[config.mk]
export PLATFORM = sky130hd
export DESIGN_NAME = conv_unit
export DESIGN_NICKNAME = d
export VERILOG_FILES = /design/src/rtl/Conv.sv /design/src/rtl/conv_mac_step.sv /design/src/rtl/conv_unit.sv
export SDC_FILE = /design/constraint.sdc
export NUM_CORES = 2
export LEC_CHECK = 0
export CORE_UTILIZATION = 44
export CTS_CLUSTER_SIZE = 40
export DETAILED_ROUTE_END_ITERATION = 8
export PLACE_DENSITY = 0.63
export SLEW_MARGIN = 20
export SYNTH_ARGS = -nofsm -noshare
export SYNTH_HDL_FRONTEND = slang
export SYNTH_SLANG_ARGS = --single-unit
[constraint.sdc]
create_clock -name clk -period 7.2 [get_ports clk]
set_input_delay 1.44 -clock clk [delete_from_list [all_inputs] [get_ports clk]]
set_output_delay 1.44 -clock clk [all_outputs]
set_load 0.005 [all_outputs]
[src/rtl/Conv.sv]
// Shared constants and types for the conv_unit convolution stage and the data generator.
package Conv;

  localparam int WIDTH = 64;
  localparam int LEN   = 4;
  localparam int RES_W = 2*WIDTH + $clog2(LEN);
  localparam int T_W   = $clog2(LEN);
  localparam int B_W   = $clog2(WIDTH);

  typedef struct packed {
    logic [LEN-1:0][WIDTH-1:0] data;
  } data_vector;

  typedef logic [RES_W-1:0] result_t;

  typedef enum logic [1:0] {
    IDLE = 2'd0,
    MUL  = 2'd1,
    DONE = 2'd2
  } state_e;

endpackage

[src/rtl/conv_mac_step.sv]
// One multiply-accumulate step: a single shift-add (serial) or a full tap product (CONV_FAST_MUL_EN).
module conv_mac_step import Conv::*; (
  input  result_t            acc,
  input  logic [WIDTH-1:0]   operand,
`ifdef CONV_FAST_MUL_EN
  input  logic [WIDTH-1:0]   multiplier,
`else
  input  logic               mul_bit,
  input  logic [B_W-1:0]     shift,
`endif
  output result_t            acc_next
);

`ifdef CONV_FAST_MUL_EN
  logic [2*WIDTH-1:0] prod_s;

  assign prod_s   = (2*WIDTH)'(operand) * (2*WIDTH)'(multiplier);
  assign acc_next = acc + result_t'(prod_s);
`else
  // Add the shifted operand only when the current multiplier bit is set.
  always_comb begin
    if (mul_bit) begin
      acc_next = acc + (result_t'(operand) << shift);
    end else begin
      acc_next = acc;
    end
  end
`endif

endmodule

[src/rtl/conv_unit.sv]
// Streaming 4-tap unsigned convolution with valid/ready in and out.
// Bit-serial multiply by default; CONV_FAST_MUL_EN selects one full tap product per cycle.
module conv_unit import Conv::*; (
  input  logic              clk,
  input  logic              rst,
  input  logic              in_valid,
  output logic              in_ready,
  input  logic [WIDTH-1:0]  in_data,
  input  data_vector        kernel,
  output logic              result_valid,
  input  logic              result_ready,
  output result_t           result_data
);

  localparam logic [T_W-1:0] T_LAST = T_W'(LEN-1);
  localparam logic [T_W-1:0] T_ONE  = {{(T_W-1){1'b0}}, 1'b1};
`ifndef CONV_FAST_MUL_EN
  localparam logic [B_W-1:0] B_LAST = B_W'(WIDTH-1);
  localparam logic [B_W-1:0] B_ONE  = {{(B_W-1){1'b0}}, 1'b1};
`endif

  state_e                     state_r, state_next_s;
  logic [LEN-1:0][WIDTH-1:0]  win_r;
  data_vector                 kern_r;
  result_t                    acc_r, acc_next_s, mac_acc_s;
  logic [T_W-1:0]             t_r, t_next_s;
  logic                       in_ready_r, result_valid_r;
  logic                       accept_s;
  logic [WIDTH-1:0]           tap_s;
`ifndef CONV_FAST_MUL_EN
  logic [B_W-1:0]             b_r, b_next_s;
`endif

  assign accept_s     = in_valid & in_ready_r;
  assign tap_s        = kern_r.data[t_r];
  assign in_ready     = in_ready_r;
  assign result_valid = result_valid_r;
  assign result_data  = acc_r;

  conv_mac_step u_mac (
    .acc        (acc_r),
    .operand    (win_r[t_r]),
`ifdef CONV_FAST_MUL_EN
    .multiplier (tap_s),
`else
    .mul_bit    (tap_s[b_r]),
    .shift      (b_r),
`endif
    .acc_next   (mac_acc_s)
  );

  // Next-state, accumulator and tap/bit counter sequencing.
  always_comb begin
    state_next_s = state_r;
    acc_next_s   = acc_r;
    t_next_s     = t_r;
`ifndef CONV_FAST_MUL_EN
    b_next_s     = b_r;
`endif
    case (state_r)
      IDLE: begin
        if (in_valid) begin
          state_next_s = MUL;
          acc_next_s   = '0;
          t_next_s     = '0;
`ifndef CONV_FAST_MUL_EN
          b_next_s     = '0;
`endif
        end else begin
          state_next_s = IDLE;
        end
      end
      MUL: begin
        acc_next_s = mac_acc_s;
`ifdef CONV_FAST_MUL_EN
        if (t_r == T_LAST) begin
          state_next_s = DONE;
          t_next_s     = '0;
        end else begin
          t_next_s = t_r + T_ONE;
        end
`else
        if (b_r == B_LAST) begin
          b_next_s = '0;
          if (t_r == T_LAST) begin
            state_next_s = DONE;
            t_next_s     = '0;
          end else begin
            t_next_s = t_r + T_ONE;
          end
        end else begin
          b_next_s = b_r + B_ONE;
        end
`endif
      end
      DONE: begin
        if (result_ready) begin
          state_next_s = IDLE;
        end else begin
          state_next_s = DONE;
        end
      end
      default: begin
        state_next_s = IDLE;
      end
    endcase
  end

  // State, datapath and handshake output registers.
  always_ff @(posedge clk) begin
    if (rst) begin
      state_r        <= IDLE;
      win_r          <= '0;
      kern_r         <= '0;
      acc_r          <= '0;
      t_r            <= '0;
`ifndef CONV_FAST_MUL_EN
      b_r            <= '0;
`endif
      in_ready_r     <= 1'b1;
      result_valid_r <= 1'b0;
    end else begin
      state_r        <= state_next_s;
      acc_r          <= acc_next_s;
      t_r            <= t_next_s;
`ifndef CONV_FAST_MUL_EN
      b_r            <= b_next_s;
`endif
      in_ready_r     <= (state_next_s == IDLE);
      result_valid_r <= (state_next_s == DONE);
      if (accept_s) begin
        win_r  <= {win_r[LEN-2:0], in_data};
        kern_r <= kernel;
      end else begin
        win_r  <= win_r;
        kern_r <= kern_r;
      end
    end
  end

endmodule

# [Word level (Yosys, flattened, before mapping)]
# Cells that the tools add are included.
[totals] register_bits=654 output_inout_bits=132 elab_cells=56
[op_classes] addsub=3 order_cmp=2 eq_ne=8 n_shift=1 muxes=21 bitwise=1 reduce_logical=6
[ops] op="$mux 130" count=2
[ops] op="$pmux 130 s2" count=1
[ops] op="$bmux 64 s2" count=2
[ops] op="$add 130x130->130" count=1
[ops] op="$shl 64x6->130" count=1
[ops] op="$mux 64" count=2
[ops] op="$mux 2" count=6
[ops] op="$mux 6" count=2
[ops] op="$pmux 6 s2" count=1
[ops] op="$lt 6x7->1 const B" count=1
[ops] op="$add 6x1->6 const B" count=1
[ops] op="$bmux 1 s6" count=1
[ops] op="$eq 2x2->1 const B" count=3
[ops] op="$eq 6x6->1 const B" count=1
[ops] op="$pmux 2 s3" count=1
[ops] op="$reduce_and 3->1" count=2
[ops] op="$logic_not 2->1" count=2
[ops] op="$ne 2x2->1 const B" count=2
[ops] op="$pmux 2 s2" count=1
[ops] op="$lt 2x3->1 const B" count=1
[ops] op="$add 2x1->2 const B" count=1
[ops] op="$eq 2x1->1 const B" count=1
[ops] op="$mux 1" count=2
[ops] op="$ne 2x1->1 const B" count=1
[ops] op="3 further kinds" count=3

# [Logic depth before layout (Yosys ltp)]
[logic_depth] ltp_word=6 mapped_depth=29 mapped_depth_nobuf=23

# [By module]
# A second synthesis with hierarchy kept.
[unflattened] hier_cells=5282 area_unflattened_um2=40903.0
[by_module_without_submodules] module="conv_unit" n_inst=1 cells_each=3016 area_each_um2=25889.8 seq_area_each_um2=13092.6
[by_module_without_submodules] module="conv_mac_step" n_inst=1 cells_each=2266 area_each_um2=15013.1 seq_area_each_um2=0.0

# [Least setup slack after synthesis]
# OpenSTA, ideal clock, no wires.
[synth_path] path_kind="reg2reg" from="register t_r[0]" to="register acc_r[99], in the netlist result_data[99]" arrival_ns=5.443 required_ns=7.075 slack_ns=1.632 path_stages_with_launch=29 period_less_slack_ns=5.568 cell_sequence="dfxtp_1 > buf_6 > buf_6 > buf_4 > buf_4 > buf_6 > buf_4 > mux4_2 > mux2i_1 > mux2_2 > nor2_1 > nor2_1 > nand2_1 > o21ai_0 > nor2_1 > a31oi_1 > nor2_1 > ha_1 > buf_2 > nand4_1 > or3_1 > nor3_1 > o21bai_1 > a21o_1 > a2111oi_0 > and3b_1 > o41ai_1 > xnor2_1 > o21ai_1"
[synth_between] elab_chain_cells=6 elab_cells_between_ends=12 cone_classes="1 x add/sub; 1 x eq/ne; 1 x shift; 8 x mux; 1 x reduce/logical"
[synth_rtl] element="start: declaration" line="conv_unit.sv:26" source="logic [T_W-1:0] t_r, t_next_s;"
[synth_rtl] element="start signal: assignment" line="conv_unit.sv:125" source="t_r <= t_next_s;"
[synth_rtl] element="$bmux 64 s2 (on tied branches)" line="conv_unit.sv:42, conv_unit.sv:35"
[synth_rtl] element="$mux 64 (on tied branches)" line="conv_unit.sv:42, conv_unit.sv:35"
[synth_rtl] element="$shl 64x6->130 or $bmux 1 s6 (tied branches)" line="conv_mac_step.sv:23, conv_unit.sv:46"
[synth_rtl] element="$add 130x130->130 or $mux 1 (tied branches)" line="conv_mac_step.sv:23, conv_unit.sv:46"
[synth_rtl] element="$mux 130 or $ne 2x1->1 (tied branches)"
[synth_rtl] element="$pmux 130 s2 or $reduce_and 3->1 (tied branches)"
[synth_rtl] element="end signal: assignment" line="conv_unit.sv:124" source="acc_r <= acc_next_s;"
[synth_rtl] element="end: declaration" line="conv_unit.sv:25" source="result_t acc_r, acc_next_s, mac_acc_s;"
# Parallel ways exist; a longest one is shown, timed or not. The select of a mux whose other input is x is not followed.
# A chain may end at the register's enable or synchronous reset.

# [Worst setup path after layout]
[layout_path] from="register t_r[1]" to="register acc_r[118], in the netlist result_data[118]"
# The elaborated chain is that of the path after synthesis.

==> implementation parameters <==
Parameter                              Value

Placed design
  Buffers on Ports    about 460
  Global placer's final weighted congestion    around 1.1
  Number of placed cells counting well taps    6484
  Worst slack at placement    0.619 ns
  Detailed-placement wirelength estimate    117000 µm

Detailed routing
  DRC viols    0
  Final ANT Viol Nets    0
  DRC marker count from the first detailed-route iteration    3913
  Average wire length per cell after detail routing    around 23 µm
  Wire length reported by the detailed router    153000 µm
  Per-cell via count in the routed design    5.87
  Routed vias    38885
  Number of iterations in the first detailed-routing pass    8

Clock tree
  CTS buffer count    75
  Hold_buf cts    0
  Number of clock sinks seen by CTS    roughly 650
  Clock transition time at the flip-flop clock pins of the worst setup and hold paths    0.06 ns
  Clock Latency Late Sink    0.65 ns
  Buffers from clock root to sink, at most    3
  Post-CTS Repair Setup Buffers    0
  CTS resizes    0
  TritonCTS clock tree    done
  Clock tree root buffer cell    sky130_fd_sc_hd__clkbuf_16
  Maximum level of the CTS H-tree    3

Yosys
  Warning count from the yosys run    0
  Post-synthesis register bit count    approximately 650
  Number of nets produced by synthesis    5602
  Async set or reset register ratio after synthesis    0
  Mapped cell area    39300 µm²
  Number of synthesized flops with an enable pin    0
  Gate Count Post-Synth    5148
  Most instantiated flip-flop cell in the synthesis netlist    sky130_fd_sc_hd__dfxtp_1
  Fraction of the yosys area taken by sequential cells    0.334
  Average footprint of a synthesized cell    7.63 µm²
  Number of unique standard cell types used by synthesis    79

STA
  Worst slew margin relative to its limit    0.266
  Peak clock frequency supported by timing    0.145 GHz
  Number of hold-slack violations in the final timing report    0
  Slew at the pin with the worst max-slew slack    around 1.1 ns
  Clock Skews    0.0401 ns
  Setup TNS after final layout    0 ns
  Final number of max-transition violations    0
  Final setup vio count    0
  Final worst-path cycle share    0.958
  Final worst slack    0.302 ns
  Setup repair after global routing missed its margin    false
  Post-layout minimum cycle time    6.90 ns

GRT
  Wire length of the first global-routing pass    between 200000 and 250000 µm
  Combined global-route utilization of all metal layers    0.327
  Overflow left after global routing    0
  Number of antenna violations at the first check in global routing    20
  Maximum number of pins on one net before global-route repair    ~220
  Vias in the first global route    roughly 36000

Critical path
  Crit-path max FO    68
  FF-to-FF Start    t_r[1]$_SDFFE_PP0P_
  Cells along the critical path    mux4_2 > mux2i_1 > mux2_2 > mux2i_1 > o21ai_0 > nor2_1 > a31oi_1 > nor2_1 > ha_1 > nand2_1 > o21ai_0 > a211oi_1 > o21ai_0 > o21ai_0 > nand2b_1 > a41oi_1 > o311ai_1 > buf_4 > a31oi_1 > xor2_1 > o21ai_0
  Worst setup path endpoint    result_data[118]$_SDFFE_PP0P_
  CP max stage cell    sky130_fd_sc_hd__dfxtp_4
  Setup slack on the worst flop-to-flop path    0.30 ns
  Signal arrival time at the worst endpoint    7.45 ns
  Data required, critical path    roughly 7.8 ns
  Most common cell on crit path    sky130_fd_sc_hd__o21ai_0
  CP startpoint    t_r[1]$_SDFFE_PP0P_
  Worst stage delay on the critical path    1.00 ns
  Endpoint type of the worst setup path    flip-flop
  Classification of the worst setup path    reg2reg
  Worst reg2reg path depth    21
  Capture point of the worst reg-to-reg path    result_data[118]$_SDFFE_PP0P_
  Critical Path Source Type    flip-flop

Power and ir drop
  Power per cell area    189 nW/µm²
  Static Leak    between 15 and 20 nW
  Largest vdd supply drop    around 180 µV
  Final total power    8.90 mW

Floorplan
  Total number of placement rows    around 110
  X dimension of the die    301 µm
  Area of the core    88400 µm²
  DIE AREA    90400 µm²
  Initial core utilization    0.444
  Number of placed I/O pins    about 460
  Die outline height    301 µm

Final layout
  Final std cells w/o fill    between 6000 and 7000
  Fraction of layout cells with a size suffix above 1    0.0821
  Syn-to-layout area delta    20.0%
  Fill cell total of the finished layout    around 8500
  Net total in the final layout    slightly below 6000
  Most frequent cells in the layout    sky130_fd_sc_hd__nand2_1 (1339), sky130_fd_sc_hd__a21oi_1 (805), sky130_fd_sc_hd__dfxtp_1 (646), sky130_fd_sc_hd__clkdlybuf4s50_1 (454), sky130_fd_sc_hd__nor2_1 (383)
  Most common cell after layout, fill and taps aside    sky130_fd_sc_hd__nand2_1

Hold path
  Type of the most critical hold path    reg2reg

Status
  Status    complete, no violations

Job
  # Max-Cap Violations    0
[power breakdown]
group / leakage (nW) / total [mW] / internal, mW / switching (mW)
Clock: 1.22 / 3.91 / 2.28 / 1.63
Sequential: 5.32 / 3.84 / 3.73 / 0.105
Combinational: 9.65 / 1.15 / 0.478 / 0.671
Total: 16.2 / 8.90 / 6.49 / 2.41
[cell families after synthesis]
logic type,after synthesis,synth area share
AOI/OAI and AO/OA,1380,0.201
DFF,654,0.334
adders and majority gates,130,0.0416
buffers and inverters,448,0.0480
and+or+nand+nor,2026,0.211
muxes,392,0.138
xor gates and xnor gates,118,0.0263
[worst min-delay path by stage]
| stage | depth (start not counted) | start | slack, ns | to |
|---|---|---|---|---|
| 3_5_place_dp | 2 | win_r[251]$_SDFFE_PP0P_ | 0.44 | win_r[251]$_SDFFE_PP0P_ |
| 3_3_place_gp | 2 | win_r[241]$_SDFFE_PP0P_ | 0.44 | win_r[241]$_SDFFE_PP0P_ |
| 5_1_grt | 2 | win_r[191]$_SDFFE_PP0P_ | 0.46 | win_r[255]$_SDFFE_PP0P_ |
| 2_1_floorplan | 2 | kern_r[198]$_SDFFE_PP0P_ | 0.43 | kern_r[198]$_SDFFE_PP0P_ |
| 4_1_cts | 2 | win_r[187]$_SDFFE_PP0P_ | 0.45 | win_r[251]$_SDFFE_PP0P_ |
| 6_report | 2 | win_r[203]$_SDFFE_PP0P_ | 0.45 | win_r[203]$_SDFFE_PP0P_ |
[sequential cells by signal (all words and copies together), names as in the netlist]
signal        cells
kern_r          256
win_r           256
in_ready          1
b_r               6
state_r           2
result_valid      1
t_r               2
result_data     130
[metrics by stage]
step	utilization	cell area, µm²	hold slack, ns
after floorplan	-	39300	0.433
after global placement	0.504	44600	0.439
after detailed placement	0.504	44600	0.443
after CTS	0.533	47100	0.449
after global routing	0.533	47100	0.457
final	0.533	47100	0.448
[cell usage after synthesis (13+ instances only)]
| library cell | n | area share |
|---|---|---|
| sky130_fd_sc_hd__nand2_1 | 1341 | 0.13 |
| sky130_fd_sc_hd__mux2_2 | 65 | 0.019 |
| sky130_fd_sc_hd__o21ai_1 | 21 | 0.0027 |
| sky130_fd_sc_hd__a21o_1 | 44 | 0.0084 |
| sky130_fd_sc_hd__nor3_1 | 50 | 0.0064 |
| sky130_fd_sc_hd__nor2b_1 | 18 | 0.0029 |
| sky130_fd_sc_hd__xnor2_1 | 73 | 0.016 |
| sky130_fd_sc_hd__nand4_1 | 103 | 0.016 |
| sky130_fd_sc_hd__a21oi_1 | 805 | 0.10 |
| sky130_fd_sc_hd__nand3_1 | 30 | 0.0038 |
| sky130_fd_sc_hd__o21bai_1 | 48 | 0.0092 |
| sky130_fd_sc_hd__a31oi_1 | 25 | 0.0040 |
| sky130_fd_sc_hd__or2_2 | 13 | 0.0021 |
| sky130_fd_sc_hd__buf_1 | 36 | 0.0034 |
| sky130_fd_sc_hd__mux4_2 | 114 | 0.065 |
| sky130_fd_sc_hd__dfxtp_1 | 654 | 0.33 |
| sky130_fd_sc_hd__or3_1 | 18 | 0.0029 |
| sky130_fd_sc_hd__a22oi_1 | 28 | 0.0054 |
| sky130_fd_sc_hd__inv_1 | 60 | 0.0057 |
| sky130_fd_sc_hd__o22ai_1 | 23 | 0.0037 |
| sky130_fd_sc_hd__buf_2 | 27 | 0.0034 |
| sky130_fd_sc_hd__xor2_1 | 45 | 0.010 |
| sky130_fd_sc_hd__o21ai_0 | 207 | 0.026 |
| sky130_fd_sc_hd__buf_4 | 18 | 0.0034 |
| sky130_fd_sc_hd__o221ai_1 | 14 | 0.0031 |
| sky130_fd_sc_hd__nor2_1 | 384 | 0.037 |
| sky130_fd_sc_hd__a211oi_1 | 22 | 0.0042 |
| sky130_fd_sc_hd__mux2i_1 | 213 | 0.054 |
| sky130_fd_sc_hd__ha_1 | 129 | 0.041 |
| sky130_fd_sc_hd__and2_1 | 17 | 0.0027 |
| sky130_fd_sc_hd__o21a_1 | 27 | 0.0052 |
| sky130_fd_sc_hd__clkbuf_1 | 289 | 0.028 |
[routing by layer]
metal	up-vias	track usage	part of all wire
met4	24	0.132	0.043
met3	317	0.0637	0.077
li1	18533	-	-
met2	1554	0.527	0.46
met5	-	0	0.0011
met1	18457	0.429	0.42
[critical path, delay by kind of cell, from the launching register on]
kind / cells / cell delay, ns
flops: 1 / 1.00
mux: 4 / 1.07
simple gates: 4 / 0.57
fa+ha+maj: 1 / 0.45
buf+inv: 1 / 0.24
compound gates: 10 / 3.29
xor+xnor: 1 / 0.16
[final cells by class]
| class | instances | area (µm²) | area share |
|---|---|---|---|
| clock buffers | 106 | 2110 | 0.0449 |
| well taps | 1165 | 1460 | 0.0309 |
| clock inverters | 30 | 399 | 0.00847 |
| repair buffers | 556 | 5460 | 0.116 |
| multi-input cells | 4046 | 24300 | 0.516 |
| flip-flops and latches | 654 | 13100 | 0.278 |
| diodes | 8 | 20.0 | 0.000425 |
| inverters | 63 | 236 | 0.00502 |
Power figures use the tool's default switching activity.
